File: config.mk
export PLATFORM = sky130hd
export DESIGN_NAME = ifetch_queue
export DESIGN_NICKNAME = d
export VERILOG_FILES = /design/src/rtl/riscv_pkg.sv /design/src/rtl/inst_fifo.sv /design/src/rtl/ifetch_queue.sv
export SDC_FILE = /design/constraint.sdc
export NUM_CORES = 1
export LEC_CHECK = 0
export BUFFER_PORTS_ARGS = -buffer_cell sky130_fd_sc_hd__buf_2
export CAP_MARGIN = 10
export CORE_MARGIN = 1
export CORE_UTILIZATION = 52
export CTS_CLUSTER_DIAMETER = 50
export DETAILED_ROUTE_END_ITERATION = 12
export PLACE_DENSITY = 0.75
export SLEW_MARGIN = 20
export SYNTH_ARGS = -nofsm -noshare
export SYNTH_HDL_FRONTEND = slang
export SYNTH_SLANG_ARGS = --single-unit
File: constraint.sdc
create_clock -name clk -period 3.1 [get_ports clk]
set_clock_uncertainty 0.2 [all_clocks]
set_input_delay 0.31 -clock clk [delete_from_list [all_inputs] [get_ports clk]]
set_output_delay 0.31 -clock clk [all_outputs]
set_load 0.005 [all_outputs]
File: src/rtl/riscv_pkg.sv
// riscv_pkg: shared fetch-queue FSM states and instruction/PC constants.
package riscv_pkg;
  typedef enum logic [1:0] {BOOT, RUN, FLUSH} ifq_state_t;
  localparam logic [31:0] INST_NOP = 32'h0000_0013;
  localparam logic [31:0] PC_STEP = 32'd4;
endpackage

File: src/rtl/inst_fifo.sv
// inst_fifo: synchronous FIFO with flush; power-of-two depth so pointers wrap naturally.
module inst_fifo #(
  parameter int WIDTH = 64,
  parameter int DEPTH = 4
) (
  input  logic                     clk,
  input  logic                     rstn,
  input  logic                     flush,
  input  logic                     push,
  input  logic                     pop,
  input  logic [WIDTH-1:0]         wdata,
  output logic [WIDTH-1:0]         rdata,
  output logic [$clog2(DEPTH):0]   count
);
  localparam int AW = $clog2(DEPTH);
  localparam int CW = AW + 1;
  logic [WIDTH-1:0] mem [DEPTH];
  logic [AW-1:0] wr_ptr, rd_ptr;
  always_ff @(posedge clk or negedge rstn) begin
    if (!rstn) begin
      wr_ptr <= '0;
      rd_ptr <= '0;
      count  <= '0;
    end else if (flush) begin
      wr_ptr <= '0;
      rd_ptr <= '0;
      count  <= '0;
    end else begin
      wr_ptr <= push ? wr_ptr + AW'(1) : wr_ptr;
      rd_ptr <= pop ? rd_ptr + AW'(1) : rd_ptr;
      count  <= count + CW'(push) - CW'(pop);
    end
  end
  always_ff @(posedge clk) begin
    if (push) mem[wr_ptr] <= wdata;
  end
  assign rdata = mem[rd_ptr];
endmodule

File: src/rtl/ifetch_queue.sv
// ifetch_queue: instruction fetch with in-order memory requests and a {pc, inst} queue.
// Define IFETCH_MISALIGN_TRAP_EN to add a sticky misalign_err that halts fetch on misaligned redirects.
module ifetch_queue
  import riscv_pkg::*;
#(
  parameter logic [31:0] RESET_PC = 32'h0000_0000,
  parameter int          DEPTH    = 4
) (
  input  logic        clk,
  input  logic        rstn,
  output logic        imem_req_valid,
  input  logic        imem_req_ready,
  output logic [31:0] imem_req_addr,
  input  logic        imem_rsp_valid,
  input  logic [31:0] imem_rsp_data,
  input  logic        redirect_valid,
  input  logic [31:0] redirect_pc,
`ifdef IFETCH_MISALIGN_TRAP_EN
  output logic        misalign_err,
`endif
  output logic        inst_valid,
  input  logic        inst_ready,
  output logic [31:0] instruction,
  output logic [31:0] inst_pc
);
  localparam int CW = $clog2(DEPTH) + 1;
  ifq_state_t state, state_n;
  logic [31:0] fetch_pc, rsp_pc, redir_pc;
  logic [CW-1:0] outstanding, outstanding_n, drop_cnt, drop_cnt_n, count;
  logic req_fire, push, pop, halt;
  logic [63:0] head;
  assign redir_pc = redirect_pc & ~32'h3;
`ifdef IFETCH_MISALIGN_TRAP_EN
  always_ff @(posedge clk or negedge rstn) begin
    if (!rstn) misalign_err <= 1'b0;
    else if (redirect_valid && redirect_pc[1:0] != 2'b00) misalign_err <= 1'b1;
  end
  assign halt = misalign_err;
`else
  assign halt = 1'b0;
`endif
  // count+outstanding bounds every push, so the queue can never overflow
  assign imem_req_valid = state != BOOT && !halt && ({1'b0, count} + {1'b0, outstanding} < (CW+1)'(DEPTH));
  assign imem_req_addr  = fetch_pc;
  assign req_fire       = imem_req_valid && imem_req_ready;
  assign inst_valid     = count != '0;
  assign push           = imem_rsp_valid && drop_cnt == '0 && !redirect_valid;
  assign pop            = inst_valid && inst_ready && !redirect_valid;
  assign instruction    = inst_valid ? head[31:0] : INST_NOP;
  assign inst_pc        = inst_valid ? head[63:32] : RESET_PC;
  always_comb begin
    outstanding_n = outstanding + CW'(req_fire) - CW'(imem_rsp_valid);
    drop_cnt_n    = redirect_valid ? outstanding_n : drop_cnt - CW'(imem_rsp_valid && drop_cnt != '0);
    state_n       = redirect_valid ? FLUSH :
                    state == BOOT ? RUN :
                    (state == FLUSH && drop_cnt_n == '0) ? RUN : state;
  end
  // rsp_pc follows the surviving request stream: redirect restarts it, each push advances it
  always_ff @(posedge clk or negedge rstn) begin
    if (!rstn) begin
      state       <= BOOT;
      fetch_pc    <= RESET_PC;
      rsp_pc      <= RESET_PC;
      outstanding <= '0;
      drop_cnt    <= '0;
    end else begin
      state       <= state_n;
      outstanding <= outstanding_n;
      drop_cnt    <= drop_cnt_n;
      fetch_pc    <= redirect_valid ? redir_pc : req_fire ? fetch_pc + PC_STEP : fetch_pc;
      rsp_pc      <= redirect_valid ? redir_pc : push ? rsp_pc + PC_STEP : rsp_pc;
    end
  end
  inst_fifo #(.WIDTH(64), .DEPTH(DEPTH)) u_fifo (
    .clk   (clk),
    .rstn  (rstn),
    .flush (redirect_valid),
    .push  (push),
    .pop   (pop),
    .wdata ({rsp_pc, imem_rsp_data}),
    .rdata (head),
    .count (count)
  );
endmodule

Word level (Yosys, flattened, before mapping):

Memories as Yosys holds them, arrays and structs flattened.
Index checks and enable logic that the tools add are counted.

* register bits: 79
* RAM bits: 256
* bits of input ports: 70
* output and inout port bits: 98
* word-level logic and storage cells: 57
* memories kept: 1

* add/subtract/negate cells: 10
* $lt $le $gt $ge: 1
* equality and inequality tests: 1
* muxes and demuxes: 17
* reductions and logical operators: 19

Memories
* u_fifo.mem: depth 4, bits a word 64, read ports 1, clocked after Yosys merged registers in 0, write ports 1, line inst_fifo.sv:17 `logic [WIDTH-1:0] mem [DEPTH];`

Operator list (count)
* $mux 32: 6
* $add 32x3->32 const B: 2
* $mux 2: 7
* $reduce_bool 3->1: 3
* $sub 3x1->3: 3
* $logic_and 1x1->1: 8
* $reduce_bool 2->1: 4
* $add 3x1->3: 2
* $logic_not 3->1: 2
* $mux 3: 2
* $add 2x1->2 const B: 2
* $add 3x3->4: 1
* $lt 4x3->1 const B: 1
* $eq 2x2->1 const B: 1
* $logic_not 2->1: 1
* $mux 1: 2
* $logic_not 1->1: 1

Depth between registers and ports, before layout:

* depth after elaboration: 12
* gate-level depth with buffers: 14
* gate-level depth less buffers: 12

Hierarchy:

A second synthesis with hierarchy kept.

* cells, all modules: 913
* area total of the unflattened synthesis: 14412.6 sq um

By module, submodules not included
* inst_fifo: times used 1, cells each 371, area each 9681.8 sq um, sequential area each 7862.5 sq um
* ifetch_queue: times used 1, cells each 542, area each 4730.8 sq um, sequential area each 1701.6 sq um

Worst setup path before layout:

Ideal clock, no wire load.

* kind: register to register
* start point: register drop_cnt[1]
* end point: memory u_fifo.mem[0][0], enable pin
* library setup time: 427 ps
* arrival: 2769 ps
* data required time: 2473 ps
* setup slack: -296 ps
* cell stages (with the launch flop): 3
* path buffers: 0
* period minus slack after synthesis: 3396 ps
* cells stage by stage: dfrtp_1 -> nor4b_1 -> and3_1

* cells in the longest elaborated chain, start to end: 5

RTL lines
* start, declared: line ifetch_queue.sv:29 `logic [CW-1:0] outstanding, outstanding_n, drop_cnt, drop_cnt_n, count;`
* start signal, assigned: line ifetch_queue.sv:69 `drop_cnt <= drop_cnt_n;`
* $logic_not 3->1: line ifetch_queue.sv:47 `assign push = imem_rsp_valid && drop_cnt == '0 && !redirect_valid;`
* $logic_and 1x1->1 (2 in a row): line ifetch_queue.sv:47
* $mux 1: line inst_fifo.sv:35 `if (push) mem[wr_ptr] <= wdata;`
* $mux 1 (implied by the code): line inst_fifo.sv:35
* end, declared: line inst_fifo.sv:17

No other way between the ends.

Final worst setup path:

* start point: register u_fifo.rd_ptr[0]
* end point: output instruction[28]

* cells in the longest elaborated chain, start to end: 2

RTL lines
* start, declared: line inst_fifo.sv:18 `logic [AW-1:0] wr_ptr, rd_ptr;`
* start signal, assigned: line inst_fifo.sv:30 `rd_ptr <= pop ? rd_ptr + AW'(1) : rd_ptr;`
* $mem_v2 4x64
* $mux 32: line ifetch_queue.sv:49 `assign instruction = inst_valid ? head[31:0] : INST_NOP;`
* end, declared: line ifetch_queue.sv:23 `output logic [31:0] instruction,`

No other way between the ends.

==> impl_metrics.yaml <==
sta:
  number_of_hold_slack_violations_in_the_final_timing_report: 0
  final.min_clock_period_ns: 2.89
  relSlewSlack_pct: 50.8
  setup-tns-final_ns: 0
  fin_crit_sh_pct: 93.3
  setup_viol: 0
  timing_max_transition_violations_final: 0
  layout_setup_ws_ns: 0.207
  maxClockFrequency_ghz: 0.346
  grt_setup_unrepaired: "no"
  timing_worst_slew_pin_value_ns: 0.739
routing:
  initialDrtViolationCount: 627
  route.detailed.vias_per_inst: 5.58
  drc: 0
  total_wire_length_um: 27400
  detail-route-antenna-nets: 0
  drt_pre_antenna_iters: 5
  route.vias.total: 7923
  wl_per_cell_um: 19.3
cts:
  ctsResizeCount: 0
  cts_tree: "built"
  clkSinkCount: 323
  tritoncts.num_buffers: 36
  clock_path_buffers: 3
  cts.reportedPaths.clkPinSlew_ns: 0.06
  clk_lat_worst_skew_ns: 0.51
  ctsRootBufferMaster: "sky130_fd_sc_hd__clkbuf_16"
  htree_levels: 2
pwr:
  leakagePower_nw: 6.11
  vdd.ir_drop.worst_uv: 537
  power_density_nw_per_um2: 720
  power.total_w: 0.0120
final_layout:
  post_layout_nonfiller_instances: 1420
  nNetsFinal: 1148
  drive_above_1_share_pct: 31.1
  fill_cells: 1782
  area_overhead_vs_synth_pct: 22.8
  diodes: 0
  stdcell_area_um2: 16700
setup_path:
  r2r_setup_slack_ns: 0.22
  critPathRequiredTime_ns: 2.59
  critical_path.reg2reg.startpoint: "outstanding[2]$_DFF_PN0_"
  path_common_cell: "sky130_fd_sc_hd__buf_4"
  worst_r2r_endpoint: "drop_cnt[2]$_DFF_PN0_"
  critPathMaxStageDelay_ns: 0.52
  crit_arrival_ns: 2.38
  worstSetupPathType: "register to primary output"
  r2r_cells: 12
  critical_path_peak_fanout: 11
  cp-end-kind: "primary output"
  slowest_stage: "sky130_fd_sc_hd__mux4_2"
  cp_cell_sequence: "buf_4 -> buf_4 -> mux4_2 -> and2_1 -> buf_2"
  critical_path.startpoint_type: "register"
place:
  number_of_instances_in_the_placed_design: 1289
  postPlaceCellArea_um2: 14900
  placer_congestion_estimate: 0.896
  dp_worst_setup_slack_ns: 0.241
  dpl.hpwl_um: 16300
  io_buffers: 161
global_route:
  globalRouteTotalUtil_pct: 21.2
  antenna_found_initial: 0
  grt.met3_usage_pct: 4.34
  grt_util_met1_pct: 28.6
  grt_pass1_wl_um: 43400
  top_usage_layer: "met2"
  use_met2_pct: 35.6
  globalRoute.totalOverflow: 0
  grt_pass1_vias: 8089
  largest_net_degree_at_the_start_of_global_routing: 64
floorplan:
  die_width_um: 164
  floorplan.core_area_um2: 25400
  design.portCount: 168
  placement_rows: 58
  initial_core_util_pct: 53.6
  die_height_um: 164
  design.die.area_um2: 26800
synthesis:
  synth_top_cell_area_share_pct: 54.7
  cell_types_occupying_the_most_area_after_synthesis: "sky130_fd_sc_hd__edfxtp_1 55%, sky130_fd_sc_hd__dfrtp_1 14%, sky130_fd_sc_hd__mux4_2 10%"
  yosys_warnings: 0
  post_synth_inst_count: 814
  seq_area_frac_synth_pct: 68.5
  synthDominantAreaCellType: "sky130_fd_sc_hd__edfxtp_1"
  ys_async_sr_fraction_pct: 23.2
  most_common_flop_cell_mapped_by_yosys: "sky130_fd_sc_hd__edfxtp_1"
  post_synth_instance_area_um2: 13600
  synth-edff-count: 248
  avgSynthCellArea_um2: 16.7
  number_of_storage_elements_in_the_synthesis_netlist: 323
  synthDistinctLibCells: 48
status:
  status: "finished clean"
flow_run:
  max_cap_violations: 0
worst_hold_path:
  hold_path.class: "primary input to asynchronous set/reset pin"
[registers in the layout (all words and copies together), names as in the netlist, 3 cells and up]
name           flops
drop_cnt           3
imem_req_addr     30
outstanding        3
rsp_pc            30
u_fifo.count       3
u_fifo.mem       248
[cell usage in the layout, fill, tap and decap left out, types with 6 or more instances in the layout]
master,instances
sky130_fd_sc_hd__a21boi_1,8
sky130_fd_sc_hd__nor2_1,25
sky130_fd_sc_hd__a21oi_1,13
sky130_fd_sc_hd__xor2_1,29
sky130_fd_sc_hd__nand4_1,19
sky130_fd_sc_hd__clkinv_2,8
sky130_fd_sc_hd__o31a_1,11
sky130_fd_sc_hd__o21a_1,6
sky130_fd_sc_hd__buf_12,6
sky130_fd_sc_hd__mux4_2,62
sky130_fd_sc_hd__edfxtp_1,248
sky130_fd_sc_hd__and3_1,8
sky130_fd_sc_hd__dlygate4sd3_1,65
sky130_fd_sc_hd__clkbuf_1,7
sky130_fd_sc_hd__nand2b_1,8
sky130_fd_sc_hd__and2_1,60
sky130_fd_sc_hd__xnor2_1,23
sky130_fd_sc_hd__mux2_2,25
sky130_fd_sc_hd__nand2_1,28
sky130_fd_sc_hd__buf_4,15
sky130_fd_sc_hd__ha_1,14
sky130_fd_sc_hd__and4_1,6
sky130_fd_sc_hd__clkbuf_16,38
sky130_fd_sc_hd__nor3_1,13
sky130_fd_sc_hd__buf_2,161
sky130_fd_sc_hd__nand3_1,22
sky130_fd_sc_hd__inv_1,16
sky130_fd_sc_hd__nor4_1,6
sky130_fd_sc_hd__dfrtp_1,73
[kinds of logic after synthesis]
| family | after synthesis | share of synthesized area, % |
|---|---|---|
| XOR/XNOR | 52 | 3.34 |
| multiplexers | 88 | 12.4 |
| buffers and inverters | 59 | 1.88 |
| flip-flops | 323 | 68.5 |
| AO/OA/AOI/OAI | 57 | 2.98 |
| adder cells (fa/ha/maj) | 16 | 1.58 |
| other | 1 | 0.0275 |
| AND/OR/NAND/NOR | 218 | 9.31 |
[synthesized netlist by cell type, drive strengths merged, types with 2 or more instances]
| cell type | instances |
|---|---|
| edfxtp | 248 |
| dfrtp | 75 |
| mux4 | 62 |
| and2 | 60 |
| xor2 | 29 |
| nand2 | 28 |
| mux2 | 25 |
| nor2 | 25 |
| clkbuf | 23 |
| xnor2 | 23 |
| nand3 | 22 |
| inv | 19 |
| nand4 | 19 |
| buf | 17 |
| ha | 14 |
| a21oi | 13 |
| nor3 | 13 |
| and3 | 12 |
| o31a | 11 |
| nor4 | 9 |
| a21boi | 8 |
| nand2b | 8 |
| and4 | 6 |
| o21a | 6 |
| a311oi | 5 |
| a31oi | 5 |
| o21ai | 5 |
| or2 | 5 |
| nor2b | 3 |
| fa | 2 |
| nand4bb | 2 |
| or3 | 2 |
[how the worst max path moves through the flow]
stage | startpoint | to | slack, ns | cells after the start
after floorplan | outstanding[2]$_DFF_PN0_ | drop_cnt[2]$_DFF_PN0_ | 0.23 | 14
after global placement | u_fifo.count[2]$_DFF_PN0_ | drop_cnt[2]$_DFF_PN0_ | 0.33 | 12
after detailed placement | outstanding[2]$_DFF_PN0_ | drop_cnt[2]$_DFF_PN0_ | 0.24 | 12
after CTS | u_fifo.rd_ptr[0]$_DFFE_PN0P_ | instruction[28] | 0.15 | 5
after global routing | u_fifo.rd_ptr[0]$_DFFE_PN0P_ | instruction[24] | 0.05 | 5
final | u_fifo.rd_ptr[0]$_DFFE_PN0P_ | instruction[28] | 0.21 | 5
[metal layers]
metal  wire [um]  part of all wire, %  vias to the layer above
li1            -                    -                     3631
met1       11800                   43                     4013
met2       13600                   50                      248
met3        1670                  6.1                       31
met4         387                  1.4                        0
met5           0                    0                        -
[what timing repair did]
action | 4_1_cts | 5_1_grt
hold buffers | 65 | 0
hold endpoints to repair | 211 | 0
setup buffers | 0 | 0
[through the flow]
stage	util, %	hold slack (ns)
final	65.8	0.144
after global routing	65.8	0.193
after CTS	65.8	0.149
after detailed placement	58.7	0.163
after global placement	58.7	0.151
after floorplan	-	-0.186
[layout make-up]
type / count / area (um^2) / share of cell area, %
timing repair buffer: 247 / 1690 / 10.1
clock inverter: 20 / 170 / 1.02
inverter: 19 / 71.3 / 0.427
tap: 330 / 413 / 2.47
multi-input combinational: 435 / 4050 / 24.2
sequential: 323 / 9330 / 55.8
clock buffer: 46 / 991 / 5.93
[power by group]
part | switching (W) | internal [W]
combinational | 0.00131 | 0.00137
clock | 0.00168 | 0.00245
sequential | 0.000280 | 0.00494
total | 0.00326 | 0.00877
[critical path, delay by kind of cell, from the launching register on]
| family | cells | cell delay, ns |
|---|---|---|
| buffers and inverters | 3 | 0.66 |
| DFF | 1 | 0.51 |
| and+or+nand+nor | 1 | 0.18 |
| muxes | 1 | 0.52 |
No activity file was read; power rests on OpenSTA's default activity.
